===== src/rtl/seq_divider.sv =====
// seq_divider: multicycle restoring divider (DIV/DIVU) feeding the Hi/Lo register
//   clk_i, reset_i (async, active-high)
//   start_i, is_signed_i, dividend_i, divisor_i : request, sampled when not busy
//   busy_o        : iteration in progress, new starts ignored
//   done_o        : one-cycle pulse, div_ans_o valid (Hi/Lo write enable)
//   div_ans_o     : {quotient, remainder}, held until the next done
//   div_by_zero_o : divisor was zero for the result on div_ans_o
module seq_divider #(
  parameter int WIDTH = 32
) (
  input  logic               clk_i,
  input  logic               reset_i,
  input  logic               start_i,
  input  logic               is_signed_i,
  input  logic [WIDTH-1:0]   dividend_i,
  input  logic [WIDTH-1:0]   divisor_i,
  output logic               busy_o,
  output logic               done_o,
  output logic [2*WIDTH-1:0] div_ans_o,
  output logic               div_by_zero_o
);
  localparam int CW = $clog2(WIDTH);
  typedef enum logic [1:0] {IDLE, CALC, DONE} state_t;
  state_t             state_q;
  logic [CW-1:0]      cnt_q;
  logic [WIDTH:0]     rem_q, dsr_q, shl, diff, rem_d;
  logic [WIDTH-1:0]   quo_q, quo_d, dvd_q, q_fix, r_fix, dvd_mag, dsr_mag;
  logic               q_neg_q, r_neg_q, zero_q, busy_q, done_q, dz_q;
  logic [2*WIDTH-1:0] ans_q;
  assign dvd_mag = is_signed_i && dividend_i[WIDTH-1] ? -dividend_i : dividend_i;
  assign dsr_mag = is_signed_i && divisor_i[WIDTH-1] ? -divisor_i : divisor_i;
  // {rem,quo} shifted left as one register; the quotient shifts in from the dividend's LSB end
  assign shl   = {rem_q[WIDTH-1:0], quo_q[WIDTH-1]};
  assign diff  = shl - dsr_q;
  assign rem_d = diff[WIDTH] ? shl : diff;
  assign quo_d = {quo_q[WIDTH-2:0], ~diff[WIDTH]};
  assign q_fix = q_neg_q ? -quo_d : quo_d;
  assign r_fix = r_neg_q ? -rem_d[WIDTH-1:0] : rem_d[WIDTH-1:0];
  always_ff @(posedge clk_i or posedge reset_i)
    if (reset_i) begin
      state_q <= IDLE;
      cnt_q   <= '0;
      rem_q   <= '0;
      dsr_q   <= '0;
      quo_q   <= '0;
      dvd_q   <= '0;
      q_neg_q <= 1'b0;
      r_neg_q <= 1'b0;
      zero_q  <= 1'b0;
      busy_q  <= 1'b0;
      done_q  <= 1'b0;
      dz_q    <= 1'b0;
      ans_q   <= '0;
    end else begin
      done_q <= 1'b0;
      if (state_q == CALC) begin
        rem_q <= rem_d;
        quo_q <= quo_d;
        cnt_q <= cnt_q + 1'b1;
        if (cnt_q == CW'(WIDTH-1)) begin
          state_q <= DONE;
          busy_q  <= 1'b0;
          done_q  <= 1'b1;
          ans_q   <= zero_q ? {{WIDTH{1'b1}}, dvd_q} : {q_fix, r_fix};
          dz_q    <= zero_q;
        end
      end else if (start_i) begin
        // IDLE and DONE both accept, giving back-to-back operation from DONE
        state_q <= CALC;
        busy_q  <= 1'b1;
        cnt_q   <= '0;
        rem_q   <= '0;
        quo_q   <= dvd_mag;
        dsr_q   <= {1'b0, dsr_mag};
        dvd_q   <= dividend_i;
        q_neg_q <= is_signed_i & (dividend_i[WIDTH-1] ^ divisor_i[WIDTH-1]);
        r_neg_q <= is_signed_i & dividend_i[WIDTH-1];
        zero_q  <= divisor_i == '0;
      end else begin
        state_q <= IDLE;
      end
    end
  assign busy_o        = busy_q;
  assign done_o        = done_q;
  assign div_ans_o     = ans_q;
  assign div_by_zero_o = dz_q;
endmodule


===== config.mk =====
export PLATFORM = sky130hd
export DESIGN_NAME = seq_divider
export DESIGN_NICKNAME = d
export VERILOG_FILES = /design/src/rtl/seq_divider.sv
export SDC_FILE = /design/constraint.sdc
export NUM_CORES = 1
export LEC_CHECK = 0
export ABC_AREA = 1
export CAP_MARGIN = 20
export CORE_MARGIN = 2
export CORE_UTILIZATION = 53
export DETAILED_ROUTE_END_ITERATION = 10
export PLACE_DENSITY = 0.88
export SYNTH_ARGS = -nofsm -noshare
export SYNTH_HDL_FRONTEND = slang
export SYNTH_SLANG_ARGS = --single-unit

===== constraint.sdc =====
create_clock -name clk_i -period 6.3 [get_ports clk_i]
set_clock_uncertainty 0.2 [all_clocks]
set_input_delay 0.63 -clock clk_i [delete_from_list [all_inputs] [get_ports clk_i]]
set_output_delay 0.63 -clock clk_i [all_outputs]
set_load 0.05 [all_outputs]

Yosys cells after proc, flatten, opt, wreduce, memory -nomap -nowiden
Index checks and enable logic that the tools add are counted.
Cells by class
  $add $sub $neg: 6
  eq/ne operators: 3
  mux-type cells: 20
  bitwise logic cells: 5
  reductions and logical operators: 7
Operators with widths (number)
  $mux W32: 9
  $neg A32 Y32: 4
  $mux W64: 1
  $sub A33 B32 Y33: 1
  $logic_not A32 Y1: 1
  $mux W5: 2
  $mux W1: 6
  $reduce_and A2 Y1: 3
  $add A5 B1 Y5 const B: 1
  $eq A5 B5 Y1 const B: 1
  $mux W2: 2
  $and A1 B1 Y1: 2
  $eq A2 B1 Y1 const B: 1
  $logic_and A1 B1 Y1: 2
  $ne A2 B1 Y1 const B: 1
  $not A1 Y1: 2
  $reduce_bool A2 Y1: 1
  $xor A1 B1 Y1: 1
Word-level totals
  bits in registers: 205
  bits of input ports: 68
  word-level logic and storage cells: 54

Logic depth before layout (Yosys ltp)
Gate-level depths: netlist (run 1).
  word-level depth: 5
  depth in mapped cells: 30
  gate-level depth less buffers: 29

Least setup slack after synthesis (run 1)
Ideal clock, no wire load.
  path kind: reg2reg
  start point: register quo_q[31]
  end point: register ans_q[60], in the netlist div_ans_o[60]
  data arrival time: 3.753 ns
  slack: 2.228 ns
  stages on the path, launching flop included: 30
  clock period less this slack: 4.072 ns
  cells stage by stage: dfrtp_1 > inv_1 > ha_1 > inv_1 > fa_1 > nand2_1 > nand2_1 > nand3_1 > nand2_2 > nand2_2 > nand2_2 > nand2_4 > nand3_2 > nand2_4 > buf_4 > ha_1 > nand2_1 > nor2_1 > nand2_1 > nor3_2 > nand4_1 > nor2_1 > nand2_1 > nor3_2 > nand3_1 > o21ai_1 > nand2_1 > xor2_1 > o22ai_1 > inv_1
On the way
  longest elaborated chain between the ends: 5
Ends and longest elaborated chain
  start: declaration: RTL line 27  | logic [WIDTH-1:0] quo_q, quo_d, dvd_q, q_fix, r_fix, dvd_mag, dsr_mag;
  start signal: assignment: RTL line 58  | quo_q <= quo_d;
  start signal: assignment: RTL line 73  | quo_q <= dvd_mag;
  $sub A33 B32 Y33: RTL line 34  | assign diff = shl - dsr_q;
  $not A1 Y1: RTL line 36  | assign quo_d = {quo_q[WIDTH-2:0], ~diff[WIDTH]};
  $neg A32 Y32: RTL line 37  | assign q_fix = q_neg_q ? -quo_d : quo_d;
  $mux W32: RTL line 37
  $mux W64: RTL line 64  | ans_q <= zero_q ? {{WIDTH{1'b1}}, dvd_q} : {q_fix, r_fix};
  end signal: assignment: RTL line 64
  end: declaration: RTL line 29  | logic [2*WIDTH-1:0] ans_q;
No other way between the ends.
A chain may end at the register's enable or synchronous reset.

Worst setup path after layout (run 1)
Ends and elaborated chain as after synthesis.

==> results of run 1 <==
-- cells by family (layout without fill, tap and decap cells) --
group,after synthesis,in the layout,synth area share [%]
DFF,205,205,35.0
and+or+nand+nor,1127,1127,32.8
AOI/OAI and AO/OA,337,337,13.7
buffers and inverters,418,536,11.2
xor gates and xnor gates,65,65,3.89
adders and majority gates,39,39,3.38
-- registers in the layout, indices dropped and copies added, names as in the netlist --
register	count
done_o	1
cnt_q	5
div_ans_o	64
dvd_q	32
rem_q	32
dsr_q	32
quo_q	32
r_neg_q	1
zero_q	1
busy_o	1
div_by_zero_o	1
state_q	2
q_neg_q	1
-- area by class of cell --
cell class | count | area, µm²
clock buffers | 33 | 704
fillers | 2402 | 10000
flip-flops and latches | 205 | 5130
well taps | 341 | 427
clock inverters | 11 | 119
inverters | 345 | 1300
multi-input cells | 1568 | 7890
repair buffers | 147 | 1450
-- stage by stage --
step / hold WS (ps) / instance area (µm²) / setup WS [ps] / instances
after global placement: 253 / 16200 / 1850 / 2606
final: 225 / 17000 / 1540 / 2650
after floorplan: 237 / 14700 / 2230 / 2191
after detailed placement: 261 / 16200 / 1640 / 2606
after global routing: 258 / 17000 / 1120 / 2650
after CTS: 225 / 17000 / 1630 / 2650
-- placed cells by master, fill, tap and decap left out, types with 6 or more instances in the layout --
master,n
o21bai_1,6
clkdlybuf4s50_1,134
nand3b_1,10
nor4_1,8
inv_2,10
nor2_1,172
and2_1,6
inv_1,327
clkbuf_8,7
nor2_2,7
o21ai_1,8
nor3_1,18
clkinv_1,7
ha_1,38
nor3_2,10
dfrtp_1,205
xor2_1,57
nand2_1,704
nand3_1,126
a21oi_1,77
a31oi_1,13
nand4_1,18
o21ai_0,111
o22a_1,14
xnor2_1,8
clkinv_2,7
buf_4,12
nand2_2,28
o22ai_1,60
o31ai_1,12
clkbuf_16,24
nand2_4,7
-- per-layer routing --
metal / vias up / track usage [%] / wire (µm)
met1: 7098 / 50.4 / 21500
li1: 7196 / - / -
met3: 113 / 5.79 / 5280
met4: 2 / 10.8 / 1440
met2: 846 / 50.4 / 20900
met5: - / 0 / 12
-- final timing paths --
kind                       slack (ps)       from             to
max                              1540  quo_q[31]  div_ans_o[60]
min                               230    reset_i       cnt_q[0]
max reg2reg                      1540  quo_q[31]  div_ans_o[60]
min reg2reg                       280   dvd_q[4]       dvd_q[4]
max in group asynchronous        4150    reset_i       dvd_q[7]
min in group clk_i                280   dvd_q[4]       dvd_q[4]
==> run_results.csv, run 1 <==
group,metric,value,unit
logic_synthesis,yosys-top-cells-area,"dfrtp_1 (35%), nand2_1 (18%), inv_1 (8.4%), nor2_1 (4.4%), nand3_1 (4.3%)",
logic_synthesis,ys_ff_latch,205,
routing,drt-pass1-iter-count,6,
logic_synthesis,yosysUniqueCellTypes,56,
cts,cts_sinks,205,
routing,drt_iter0_markers,1967,
global_route,grt_pass1_vias,14200,
floorplanning,rows,60,
setup_path,cp-end-kind,"flip-flop",
logic_synthesis,netlist_area,0.0147,mm²
finish,syn_to_final_growth,16.2,%
cts,cts_hold_repair.buffers,0,
setup_path,cp_num_buf_inv,3,
cts,clk_pin_slew_worst_paths,60,ps
logic_synthesis,synthArstFlopShare,100,%
setup_path,critPathSlowestCell,"fa_1",
setup_path,cpMostUsedCell,"nand2_1",
placement,port_buffers,134,
cts,postCtsSetupRepairBufs,0,
routing,dr_total_vias,15300,
setup_path,crit_family,"simple AND/OR/NAND/NOR gates",
logic_synthesis,synth-edff-count,0,
routing,route.detailed.drc,0,
logic_synthesis,ys.warnings.count,0,
cts,clock_path_buffers,3,
global_route,overflow,0,
global_route,grt.total_usage,34.0,%
floorplanning,core,0.0270,mm²
outcome,status,"finished clean",
logic_synthesis,syn_nets,2298,
sta,period_needed,4760,ps
sta,setup_tns,0,ps
floorplanning,ios,135,
routing,postRouteAntennaNets,0,
logic_synthesis,yosysSeqAreaShare,35.0,%
setup_path,path_max_fanout,12,
setup_path,r2r_cells,28,
logic_synthesis,postSynthCellCount,2191,
sta,rsz0062_at_grt,"no",
routing,wl_per_cell,18.5,µm
cts,cts_tree,"done",
sta,setup_viol,0,
placement,gp_congestion,0.981,
sta,tightest_slew,1270,ps
setup_path,slowest_delay,410,ps
logic_synthesis,synth_commonest_cells,"nand2_1 (705), inv_1 (328), dfrtp_1 (205), nor2_1 (173), nand3_1 (126)",
sta,fin_crit_sh,75.6,%
setup_path,critPathKind,"reg2reg",
routing,routed_wl,49200,µm
logic_synthesis,synth_top_area_share,35.0,%
global_route,antenna_found_initial,2,
floorplanning,die_area,0.0290,mm²
run,drv_cap,0,
logic_synthesis,yosysTopAreaCell,"dfrtp_1",
placement,dp_hpwl,37000,µm
setup_path,crit_arrival,4990,ps
sta,max_freq,210,MHz
setup_path,cp.required,6530,ps
cts,root_buffer,"clkbuf_16",
floorplanning,die_w,170,µm
routing,vias_per_cell,5.76,
logic_synthesis,synth_ff_type,"dfrtp_1",
finish,n_antenna_cell,0,
finish,fin_nets,2398,
sta,hold_viol_final,0,
hold_path,hold_path_class,"in2async",
cts,clk_latency,540,ps
setup_path,cp_num_cells,28,
floorplanning,start_util,54.2,%
floorplanning,die_h,170,µm
logic_synthesis,syn_avg_cell_area,6.69,µm²
cts,htreeDepth,1,
sta,slew_viol_final,0,
logic_synthesis,yosysMostFrequentCell,"nand2_1",
finish,drive_gt1_share,5.72,%
sta,relSlewSlack,15.4,%
finish,final_util,63.0,%
cts,numCtsBuffers,24,
cts,ctsResizeCount,0,
global_route,grt_max_degree,189,
setup_path,start_kind,"flip-flop",
global_route,grt_pass1_wl,77000,µm
Power of run 1 is left out: the tool's default activity adds up to more than one toggle a clock period on the data nets, which glitch-free logic cannot reach.
==> inputs of run 2 (changes only) <==
==> constraint.sdc (replaced) <==
create_clock -name clk_i -period 4.29 [get_ports clk_i]
set_clock_uncertainty 0.2 [all_clocks]
set_input_delay 0.429 -clock clk_i [delete_from_list [all_inputs] [get_ports clk_i]]
set_output_delay 0.429 -clock clk_i [all_outputs]
set_load 0.05 [all_outputs]
==> run_results.csv, run 2 (same netlist as run 1, synthesis figures left out) <==
group,metric,value,unit
routing,dr_total_vias,15500,
setup_path,crit_arrival,4360,ps
sta,period_needed,4130,ps
cts,root_buffer,"clkbuf_16",
routing,wl_met1,21200,µm
setup_path,crit_family,"simple AND/OR/NAND/NOR gates",
global_route,grt_pass1_vias,14500,
sta,slew_viol_final,0,
routing,route.detailed.drc,0,
outcome,status,"finished clean",
sta,max_freq,242,MHz
run,drv_cap,0,
finish,drive_gt1_share,7.63,%
floorplanning,die_w,170,µm
sta,hold_ws,2.62,ps
sta,hold_viol_final,0,
finish,instances_no_fill,2688,
routing,routed.top_layer,"met4",
finish,final_util,64.3,%
global_route,grt_pass1_wl,77600,µm
finish,final_common_cell,"nand2_1",
routing,routed_wl,50000,µm
finish,n_antenna_cell,0,
floorplanning,rows,60,
finish,largest_reg_flops,64,
placement,dp_hpwl,37800,µm
sta,relSlewSlack,27.2,%
sta,setup_viol,0,
setup_path,r2r_cells,26,
placement,gp_congestion,0.966,
routing,met3_length,5410,µm
setup_path,critPathSlowestCell,"ha_2",
setup_path,cp.required,4510,ps
setup_path,critPathKind,"reg2reg",
floorplanning,start_util,54.2,%
setup_path,slowest_delay,410,ps
routing,postRouteAntennaNets,0,
setup_path,start_kind,"flip-flop",
floorplanning,die_h,170,µm
setup_path,path_max_fanout,6,
hold_path,hold_path_class,"in2async",
cts,clk_pin_slew_worst_paths,60,ps
setup_path,cp_num_buf_inv,9,
floorplanning,die_area,0.0290,mm²
cts,htreeDepth,1,
routing,drt_iter0_markers,1603,
cts,clk_latency,550,ps
finish,final_cell_mix,"nand2_1 (701), inv_1 (327), dfrtp_1 (205)",
sta,fin_crit_sh,96.4,%
cts,numCtsBuffers,24,
floorplanning,ios,135,
cts,cts_sinks,205,
cts,clock_path_buffers,3,
sta,setup_tns,0,ps
routing,drt-pass1-iter-count,5,
placement,port_buffers,134,
placement,placedCellCount,2627,
global_route,overflow,0,
sta,tightest_slew,1090,ps
cts,cts_tree,"done",
finish,fin_nets,2437,
global_route,antenna_found_initial,0,
finish,syn_to_final_growth,18.6,%
setup_path,cp-end-kind,"flip-flop",
finish,n_fill_cell,2361,
routing,met2WireLength,21700,µm
routing,wl_per_cell,18.6,µm
floorplanning,core,0.0270,mm²
global_route,grt.total_usage,34.3,%
setup_path,cpMostUsedCell,"buf_4",
routing,vias_per_cell,5.76,
setup_path,cp_num_cells,26,
global_route,grt_max_degree,125,
run 2: cell count changes in the layout (fill, tap and decap cells not counted), moves of 2 or more:
cell      previous run  this run
ha_1                38        33
clkinv_2             7         3
clkbuf_8             7         3
nand2_2             28        31
nand2_1            704       701
nor2_2               7        10
buf_4               12        50
ha_4                 0         4
nor3_4               0         2
nand3_1            126       124
clkbuf_1             2         9
nor2_1             172       169
run 2: final cells by class:
cell class,instances,area [µm²],area share (%)
flip-flops and latches,205,5130,29.5
multi-input cells,1568,8000,46.0
clock buffers,36,676,3.89
well taps,341,427,2.45
inverters,345,1300,7.47
clock inverters,7,100,0.576
repair buffers,186,1750,10.1
run 2: per-layer routing:
| metal | global-route usage (%) | vias up |
|---|---|---|
| li1 | - | 7259 |
| met1 | 48.6 | 7202 |
| met2 | 52.3 | 883 |
| met3 | 7.00 | 133 |
| met4 | 11.5 | 0 |
| met5 | 0 | - |
run 2: what timing repair did:
item,in CTS,in global routing
gates cloned,0,0
setup buffers,14,4
resized for setup,3,18
hold buffers,0,0
pin swaps,6,12
setup endpoints to repair,2,21
run 2: metrics by stage:
| stage | cell area (µm²) | setup slack [ps] |
|---|---|---|
| 2_1_floorplan | 14700 | 218 |
| 3_3_place_gp | 16400 | 73.8 |
| 3_5_place_dp | 16400 | -83.8 |
| 4_1_cts | 17200 | 7.05 |
| 5_1_grt | 17400 | -96.6 |
| 6_report | 17400 | 156 |
run 2: final timing paths:
kind | to | start | slack, ps
max in group asynchronous | div_ans_o[7] | reset_i | 2900
setup / recovery | div_ans_o[42] | rem_q[22] | 160
min in group clk_i | dvd_q[3] | dvd_q[3] | 270
hold reg to reg | dvd_q[3] | dvd_q[3] | 270
hold / removal | cnt_q[2] | reset_i | 3
setup reg to reg | div_ans_o[42] | rem_q[22] | 160
run 2: worst register-to-register path: stages, from the launching register on:
cell	delay, ps
dfrtp_1	400
ha_2	410
nand2_2	100
nor2_1	200
nand2_1	160
nor2_2	180
nand2_4	90
nand2_4	90
nand2_4	60
nand2_4	90
ha_4	140
nand2_1	60
nor2_2	130
nand2_2	100
nor3_4	160
buf_4	140
buf_4	90
buf_4	90
buf_4	100
buf_4	100
buf_4	90
buf_4	90
buf_4	100
inv_1	60
nor3_2	160
nor3_1	70
o32a_1	340
Power of run 2 is left out for the same reason.
==> inputs of run 3 (changes only) <==
--- a/config.mk
+++ b/config.mk
@@ -6,9 +6,11 @@
 export NUM_CORES = 1
 export LEC_CHECK = 0
 export ABC_AREA = 1
+export ABC_CLOCK_PERIOD_IN_PS = 4290
 export CAP_MARGIN = 20
 export CORE_MARGIN = 2
 export CORE_UTILIZATION = 53
+export CTS_BUF_LIST = sky130_fd_sc_hd__clkbuf_4 sky130_fd_sc_hd__clkbuf_8 sky130_fd_sc_hd__clkbuf_16
 export DETAILED_ROUTE_END_ITERATION = 10
 export PLACE_DENSITY = 0.88
 export SYNTH_ARGS = -nofsm -noshare
==> run_results.csv, run 3 (same netlist as run 1, synthesis figures left out) <==
group,metric,value,unit
sta,hold_ws,0.642,ps
setup_path,critPathKind,"reg2reg",
cts,clk_latency,550,ps
sta,max_freq,242,MHz
sta,hold_viol_final,0,
placement,dp_hpwl,37800,µm
global_route,grt_pass1_wl,77600,µm
cts,htreeDepth,1,
floorplanning,die_w,170,µm
floorplanning,start_util,54.2,%
routing,dr_total_vias,15300,
run,drv_cap,0,
routing,route.detailed.drc,0,
sta,tightest_slew,1080,ps
finish,drive_gt1_share,8.05,%
cts,cts_tree,"done",
setup_path,start_kind,"flip-flop",
cts,root_buffer,"clkbuf_16",
sta,setup_tns,0,ps
setup_path,crit_arrival,4360,ps
placement,gp_congestion,0.966,
finish,n_antenna_cell,0,
floorplanning,rows,60,
hold_path,hold_path_class,"in2async",
routing,routed_wl,49900,µm
finish,n_fill_cell,2358,
floorplanning,ios,135,
routing,wl_per_cell,18.6,µm
floorplanning,die_area,0.0290,mm²
global_route,antenna_found_initial,0,
finish,instances_no_fill,2689,
floorplanning,core,0.0270,mm²
routing,drt_iter0_markers,1683,
placement,port_buffers,134,
outcome,status,"finished clean",
cts,cts_sinks,205,
global_route,grt.total_usage,34.3,%
sta,fin_crit_sh,96.4,%
sta,relSlewSlack,27.8,%
global_route,overflow,0,
routing,vias_per_cell,5.70,
sta,slew_viol_final,0,
global_route,grt_use_met1,48.8,%
placement,placedCellCount,2627,
setup_path,cp.required,4510,ps
finish,largest_reg_flops,64,
cts,clock_path_buffers,3,
sta,setup_viol,0,
routing,postRouteAntennaNets,0,
finish,final_cell_mix,"nand2_1 (701), inv_1 (327), dfrtp_1 (205)",
setup_path,path_max_fanout,3,
setup_path,critPathSlowestCell,"dfrtp_1",
cts,clk_pin_slew_worst_paths,60,ps
cts,numCtsBuffers,24,
finish,final_common_cell,"nand2_1",
setup_path,cpMostUsedCell,"buf_4",
finish,fin_nets,2438,
global_route,top_usage_layer,"met2",
floorplanning,die_h,170,µm
routing,drt-pass1-iter-count,6,
setup_path,cp-end-kind,"flip-flop",
finish,syn_to_final_growth,18.9,%
finish,final_util,64.5,%
global_route,grt_pass1_vias,14500,
global_route,use_met3,6.98,%
global_route,grt_max_degree,125,
setup_path,slowest_delay,380,ps
global_route,met2_usage,52.5,%
sta,period_needed,4140,ps
## run 3: critical path: cells and delay by family, from the launching register on
family	cells	cell delay, ps
AOI/OAI and AO/OA	1	270
adders and majority gates	3	660
buffers and inverters	11	1230
DFF	1	380
and+or+nand+nor	17	1260
## run 3: path summary, 6_finish.rpt
| kind | slack (ps) | depth (start not counted) | to | start |
|---|---|---|---|---|
| max | 150 | 32 | div_ans_o[42] | quo_q[31] |
| min in group clk_i | 280 | 2 | dvd_q[3] | dvd_q[3] |
| min reg2reg | 280 | 2 | dvd_q[3] | dvd_q[3] |
| max in group asynchronous | 2900 | 3 | div_ans_o[7] | reset_i |
| min | 0.6 | 2 | cnt_q[2] | reset_i |
| max reg2reg | 150 | 32 | div_ans_o[42] | quo_q[31] |
## run 3: metal layers
layer  routed length, µm  vias to the layer above  share of wire, %
met3                4950                      112               9.9
met2               21900                      775                44
met5                   0                        -                 0
met4                1460                        0               2.9
met1               21600                     7165                43
li1                    -                     7271                 -
## run 3: repair_timing
item	4_1_cts	5_1_grt
resized for setup	3	18
endpoints found under the setup margin	2	21
hold buffers	0	0
setup buffers	14	5
hold endpoints to repair	0	0
pin swaps	6	12
## run 3: layout make-up
class	count	area (µm²)	share of cell area, %
multi-input combinational	1568	8000	45.9
sequential	205	5130	29.4
timing repair buffer	187	1760	10.1
inverter	345	1300	7.46
clock buffer	36	709	4.07
tap	341	427	2.45
clock inverter	7	100	0.575
## run 3: through the flow
step | cell area, µm² | worst slack [ps]
3_5_place_dp | 16400 | -83.8
2_1_floorplan | 14700 | 218
5_1_grt | 17400 | -47.4
4_1_cts | 17300 | 6.97
6_report | 17400 | 153
3_3_place_gp | 16400 | 73.8
Power of run 3 is left out for the same reason.
